## config.mk

```make
export PLATFORM = sky130hd
export DESIGN_NAME = led_pwm_sequencer_flat
export DESIGN_NICKNAME = d
export VERILOG_FILES = /design/src/rtl/led_pwm_sequencer_if.sv /design/src/rtl/led_pwm_sequencer.sv /design/src/flat_wrapper.sv
export SDC_FILE = /design/constraint.sdc
export NUM_CORES = 1
export LEC_CHECK = 0
export CORE_ASPECT_RATIO = 0.6
export CORE_MARGIN = 2
export CORE_UTILIZATION = 55
export DETAILED_ROUTE_END_ITERATION = 6
export PLACE_DENSITY = 0.74
export SLEW_MARGIN = 20
export SYNTH_ARGS = -nofsm -noshare
export SYNTH_HDL_FRONTEND = slang
export SYNTH_SLANG_ARGS = --single-unit
```

## constraint.sdc

```tcl
create_clock -name clk -period 7 [get_ports clk]
set_input_delay 0.7 -clock clk [delete_from_list [all_inputs] [get_ports clk]]
set_output_delay 0.7 -clock clk [all_outputs]
set_load 0.01 [all_outputs]
```

## src/rtl/led_pwm_sequencer_if.sv

```systemverilog
// Control inputs and LED-side outputs of the LED PWM sequencer, bundled for the
// peripheral selector (master) and the sequencer itself (slave).
interface led_pwm_sequencer_if #(
    parameter int NUM_CH = 2,
    parameter int LED_W  = 8
);
    localparam int IDX_W = (NUM_CH > 1) ? $clog2(NUM_CH) : 1;

    logic                    enable;
    logic [1:0]              mode;
    logic [NUM_CH*LED_W-1:0] led_out;
    logic [IDX_W-1:0]        active_idx;
    logic                    step_pulse;

    modport master (
        output enable,
        output mode,
        input  led_out,
        input  active_idx,
        input  step_pulse
    );

    modport slave (
        input  enable,
        input  mode,
        output led_out,
        output active_idx,
        output step_pulse
    );
endinterface

```

## src/rtl/led_pwm_sequencer.sv

```systemverilog
// Multi-bank LED PWM sequencer: rotating hot channel, static and breathing fade
// modes over a shared free-running PWM counter and a fixed step interval.
module led_pwm_sequencer #(
    parameter int NUM_CH     = 2,
    parameter int LED_W      = 8,
    parameter int PWM_BITS   = 20,
    parameter int STEP_TICKS = 50000000,
    parameter int DUTY_HI    = 943718,
    parameter int DUTY_LO    = 52429,
    parameter int FADE_STEP  = 65536
) (
    input logic                clk,
    input logic                rst_n,
    led_pwm_sequencer_if.slave bus
);
    localparam int IDX_W  = (NUM_CH > 1) ? $clog2(NUM_CH) : 1;
    localparam int TICK_W = (STEP_TICKS > 1) ? $clog2(STEP_TICKS) : 1;
    localparam int W1     = PWM_BITS + 1;

    localparam logic [PWM_BITS-1:0] HI           = PWM_BITS'(DUTY_HI);
    localparam logic [PWM_BITS-1:0] LO           = PWM_BITS'(DUTY_LO);
    localparam logic [PWM_BITS-1:0] FADE_N       = PWM_BITS'(FADE_STEP);
    localparam logic [W1-1:0]       FADE_W1      = W1'(FADE_STEP);
    localparam logic [W1-1:0]       HI_W1        = W1'(DUTY_HI);
    localparam logic [W1-1:0]       LO_PLUS_STEP = W1'(DUTY_LO + FADE_STEP);

    typedef enum logic [1:0] {
        MODE_ROTATE  = 2'd0,
        MODE_STATIC  = 2'd1,
        MODE_BREATHE = 2'd2,
        MODE_DARK    = 2'd3
    } mode_e;

    mode_e                   mode_q;
    logic [PWM_BITS-1:0]     pwm_cnt;
    logic [TICK_W-1:0]       tick_cnt;
    logic [PWM_BITS-1:0]     fade_lvl;
    logic                    fade_up;
    logic [IDX_W-1:0]        active_q;
    logic                    step_q;
    logic [NUM_CH*LED_W-1:0] led_q;

    logic                    clear;
    logic                    step_now;
    logic [W1-1:0]           fade_sum;
    logic [PWM_BITS-1:0]     fade_next;
    logic                    fade_up_next;
    logic [PWM_BITS-1:0]     duty;
    logic [NUM_CH*LED_W-1:0] led_next;

    assign clear    = !bus.enable || (mode_e'(bus.mode) != mode_q);
    assign step_now = (tick_cnt == TICK_W'(STEP_TICKS - 1));

    // Breathe level is saturated at both ends; the sum is one bit wider so it cannot wrap.
    always_comb begin
        fade_sum     = {1'b0, fade_lvl} + FADE_W1;
        fade_next    = fade_lvl;
        fade_up_next = fade_up;
        if (fade_up) begin
            if (fade_sum >= HI_W1) begin
                fade_next    = HI;
                fade_up_next = 1'b0;
            end else begin
                fade_next = fade_sum[PWM_BITS-1:0];
            end
        end else begin
            if ({1'b0, fade_lvl} <= LO_PLUS_STEP) begin
                fade_next    = LO;
                fade_up_next = 1'b1;
            end else begin
                fade_next = fade_lvl - FADE_N;
            end
        end
    end

    // Strict compare so a zero duty (including the dark mode) is fully off.
    always_comb begin
        led_next = '0;
        duty     = '0;
        for (int ch = 0; ch < NUM_CH; ch++) begin
            case (mode_q)
                MODE_ROTATE:  duty = (IDX_W'(ch) == active_q) ? HI : LO;
                MODE_STATIC:  duty = HI;
                MODE_BREATHE: duty = fade_lvl;
                default:      duty = '0;
            endcase
            if (pwm_cnt < duty) begin
                led_next[ch*LED_W +: LED_W] = '1;
            end
        end
    end

    always_ff @(posedge clk or negedge rst_n) begin
        if (!rst_n) begin
            mode_q   <= MODE_ROTATE;
            pwm_cnt  <= '0;
            tick_cnt <= '0;
            fade_lvl <= LO;
            fade_up  <= 1'b1;
            active_q <= '0;
            step_q   <= 1'b0;
            led_q    <= '0;
        end else if (clear) begin
            mode_q   <= mode_e'(bus.mode);
            pwm_cnt  <= '0;
            tick_cnt <= '0;
            fade_lvl <= LO;
            fade_up  <= 1'b1;
            active_q <= '0;
            step_q   <= 1'b0;
            led_q    <= '0;
        end else begin
            pwm_cnt  <= pwm_cnt + PWM_BITS'(1);
            tick_cnt <= step_now ? '0 : tick_cnt + TICK_W'(1);
            step_q   <= step_now;
            led_q    <= led_next;
            if (step_now && mode_q == MODE_ROTATE) begin
                active_q <= (active_q == IDX_W'(NUM_CH - 1)) ? '0 : active_q + IDX_W'(1);
            end
            if (step_now && mode_q == MODE_BREATHE) begin
                fade_lvl <= fade_next;
                fade_up  <= fade_up_next;
            end
        end
    end

    assign bus.led_out    = led_q;
    assign bus.active_idx = active_q;
    assign bus.step_pulse = step_q;
endmodule

```

## src/flat_wrapper.sv

```systemverilog
// flat-port wrapper written by rule: the top's interface ports become plain ports
module led_pwm_sequencer_flat 
#(
    parameter int NUM_CH     = 2,
    parameter int LED_W      = 8,
    parameter int PWM_BITS   = 20,
    parameter int STEP_TICKS = 50000000,
    parameter int DUTY_HI    = 943718,
    parameter int DUTY_LO    = 52429,
    parameter int FADE_STEP  = 65536
)
  (clk, rst_n, bus_enable, bus_mode, bus_led_out, bus_active_idx, bus_step_pulse);
  led_pwm_sequencer_if #(.NUM_CH(NUM_CH), .LED_W(LED_W)) bus_i ();
  input logic clk;
  input logic rst_n;
  input wire logic [$bits(bus_i.enable)-1:0] bus_enable;
  input wire logic [$bits(bus_i.mode)-1:0] bus_mode;
  output wire logic [$bits(bus_i.led_out)-1:0] bus_led_out;
  output wire logic [$bits(bus_i.active_idx)-1:0] bus_active_idx;
  output wire logic [$bits(bus_i.step_pulse)-1:0] bus_step_pulse;
  assign bus_i.enable = bus_enable;
  assign bus_i.mode = bus_mode;
  assign bus_led_out = bus_i.led_out;
  assign bus_active_idx = bus_i.active_idx;
  assign bus_step_pulse = bus_i.step_pulse;
  led_pwm_sequencer #(.NUM_CH(NUM_CH), .LED_W(LED_W), .PWM_BITS(PWM_BITS), .STEP_TICKS(STEP_TICKS), .DUTY_HI(DUTY_HI), .DUTY_LO(DUTY_LO), .FADE_STEP(FADE_STEP)) u_core (.clk(clk), .rst_n(rst_n), .bus(bus_i));
endmodule
```

==> results.md <==
* Post-cts resize count at 0
* Fraction of registers with async set/reset at 100%
* Clk sinks at 60
* Setup tns final at 0 ps
* Register area share after synthesis at 37.6%
* CP cell instances: nor2b_1, a21oi_1, ha_1, a21oi_1, o21ai_0, a22oi_1, o2111ai_1, nor2_1
* Worst Clk Skew at 6.30 ps
* Status: finished clean
* Fraction of layout cells with a size suffix above 1 at 5.51%
* CP required at 7260 ps
* Gr ovfl total at 0
* VDD IR max at 0.000156 V
* Setup bufs post-CTS at 0
* RSZ-0062 raised after global routing: false
* Row count at 24
* LEAKAGE at 1.91 nW
* Largest family of logic cells by synthesized area: simple AND/OR/NAND/NOR gates
* Adder-cell area share of the yosys netlist at 11.0%
* # IOs at 23
* Number of flops mapped to enable cells by yosys at 0
* Global Route Usage Sum at 25.2%
* Multiplexer share of the synthesized area at 0.250%
* Synth Area in Compound Gates at 11.7%
* Initial antenna violation count at 0
* Nets at 489
* Root Buffer Master: clkbuf_16
* Commonest non-fill, non-tap cell in the layout: nor2_1
* Final hold violation count at 0
* Max cap viols at 0
* H-tree lvl count at 3
* Routed WL at 9270 um
* Period utilization at 38.2%
* Synth Area in XOR/XNOR at 9.20%
* Cts bufs inserted at 9
* CP arrival at 2930 ps
* #FFs+latches synth at 60
* Worst-Skew Late Latency at 330 ps
* Antenna-violating nets left at 0
* Area Growth Syn to Fin at 12.0%
* CP Launch Type: flop
* Port-buffer cells at 22
* Slowest stage cell, crit path: nor2b_1
* CP Class: reg -> reg
* Synthesized cell area at 0.00400 mm2
* Vias/cell at 6.05
* Worst slew pin tran at 833 ps
* Core Region at 0.00715 mm2
* RD Place Congestion at 0.851
* Total power at 0.855 mW
* CP Capture Type: flop
* Die footprint at 0.00799 mm2
* Type of the most critical hold path: in -> async
* Drc violations at 0
* Crit Path Max Fanout at 11
* TritonCTS clock tree: yes
* Ant. Diodes at 0
* Most frequent CP cell: a21oi_1
* Drt first-iter violations at 228
* # setup viols final at 0
* Power per standard cell area at 191 mW/mm2
* Ys flop type: dfrtp_1
* WL/cell at 17.0 um
* Post-Syn Instances at 444
* Hold Buf Count CTS at 0
* Routed via count at 3,299
* Mean post-synth cell area at 9.01 um2
* CP peak stage delay at 590 ps
* Most frequent cells in the layout: nor2_1 (63), dfrtp_1 (57), ha_1 (35), xor2_1 (29), a21oi_1 (28)
* Die height at 70.1 um
* Worst-case clock buffer depth at 2
* Fin util at 62.7%
* Number of library cell types mapped by synthesis at 52
* Slew headroom at 44.3%
* Final slew viol count at 0
* Synth warn at 0
* Final min period at 2670 ps
* First-pass GRT wire length at 15,800 um
* Vias in the first global route at 3,214
* Drt first pass iters at 4
* Simple-gate share of the synthesized area at 25.1%
* Clock Pin Slew Worst Setup and Hold Paths at 50 ps
* Die Wd at 114 um
* Initial core utilization at 56.0%
* Max Freq at 374 MHz
* HPWL Detailed at 6500 um
* Largest net degree at the start of global routing at 61
routing by layer:
metal  vias to the layer above  global-route usage (%)  part of all wire, %
met5                         -                       0                    0
met4                         0                    6.37                  1.1
met3                        14                    8.07                  7.1
met2                        89                    35.3                   42
met1                      1616                    37.5                   50
li1                       1580                       -                    -
worst max-delay path, delay by kind of cell (launching register included):
kind	cells	cell delay, ps
AO/OA/AOI/OAI	5	990
adder cells (fa/ha/maj)	1	380
flip-flops	1	540
AND/OR/NAND/NOR	2	700
state kept, by name, indices dropped and copies added, names as in the netlist:
name and count:
u_core.bus.active_idx 1, u_core.fade_lvl 7, u_core.bus.led_out 2, u_core.bus.step_pulse 1, u_core.mode_q 2, u_core.tick_cnt 26
u_core.pwm_cnt 20, u_core.fade_up 1
cell families (layout without fill, tap and decap cells):
kind of cell,after synthesis,count (layout)
flops,60,60
fa+ha+maj,35,35
compound gates,76,76
other cells,1,3
xor+xnor,42,42
simple gates,190,190
mux,1,1
buf+inv,39,47
cell usage after synthesis (2+ instances only):
| library cell | number | area (um2) |
|---|---|---|
| nor2_1 | 63 | 236 |
| dfrtp_1 | 57 | 1430 |
| ha_1 | 35 | 438 |
| xor2_1 | 29 | 254 |
| a21oi_1 | 28 | 140 |
| nand2_1 | 24 | 90.1 |
| nand3_1 | 23 | 115 |
| nand4_1 | 20 | 125 |
| o21ai_0 | 18 | 90.1 |
| clkbuf_1 | 16 | 60.1 |
| buf_4 | 14 | 105 |
| xnor2_1 | 13 | 114 |
| and3_1 | 11 | 68.8 |
| and4_1 | 9 | 78.8 |
| nor3_1 | 9 | 45.0 |
| inv_1 | 7 | 26.3 |
| a21o_1 | 5 | 37.5 |
| and2_1 | 5 | 31.3 |
| nor2b_1 | 5 | 31.3 |
| or3_1 | 4 | 25.0 |
| a211o_1 | 3 | 26.3 |
| a22oi_1 | 3 | 22.5 |
| a31oi_1 | 3 | 18.8 |
| dfstp_2 | 3 | 78.8 |
| o211ai_1 | 3 | 22.5 |
| a211oi_1 | 2 | 15.0 |
| buf_2 | 2 | 10.0 |
| nand2b_1 | 2 | 12.5 |
| nor3b_1 | 2 | 15.0 |
| nor4b_1 | 2 | 17.5 |
| o311a_1 | 2 | 20.0 |
| or4_1 | 2 | 15.0 |
final cells by class:
type	instances	area, um2
tap	91	114
timing repair buffer	24	230
inverter	7	26.3
clock buffer	12	256
sequential	60	1510
clock inverter	4	47.5
multi-input combinational	347	2300
fill	596	2670
final timing paths:
check                      depth (start not counted)                          endpoint                          from  slack (ps)
setup / recovery                                   8  u_core.bus.led_out[14]$_DFF_PN0_  u_core.mode_q[1]$_DFFE_PN0N_        4330
min in group clk                                   1      u_core.tick_cnt[0]$_DFF_PN0_  u_core.tick_cnt[0]$_DFF_PN0_         530
max in group asynchronous                          2   u_core.fade_lvl[17]$_DFFE_PN0P_                         rst_n        5960
hold reg to reg                                    1      u_core.tick_cnt[0]$_DFF_PN0_  u_core.tick_cnt[0]$_DFF_PN0_         530
setup reg to reg                                   8  u_core.bus.led_out[14]$_DFF_PN0_  u_core.mode_q[1]$_DFFE_PN0N_        4330
hold / removal                                     2      u_core.tick_cnt[0]$_DFF_PN0_                         rst_n         530
report_power, final:
part	internal, mW	leakage (nW)	total, mW	switching [mW]
logic	0.0217	0.940	0.0565	0.0348
registers	0.350	0.822	0.355	0.00496
clock network	0.293	0.149	0.444	0.151
total	0.665	1.91	0.855	0.191
per-stage QoR:
stage	std cells	instance area (um2)	hold slack, ps	setup slack [ps]
after global placement	529	4180	514	4470
after floorplan	446	4010	404	4750
after CTS	545	4480	523	4370
final	545	4480	528	4330
after global routing	545	4480	569	4130
after detailed placement	529	4180	513	4310
Power figures use the tool's default switching activity.
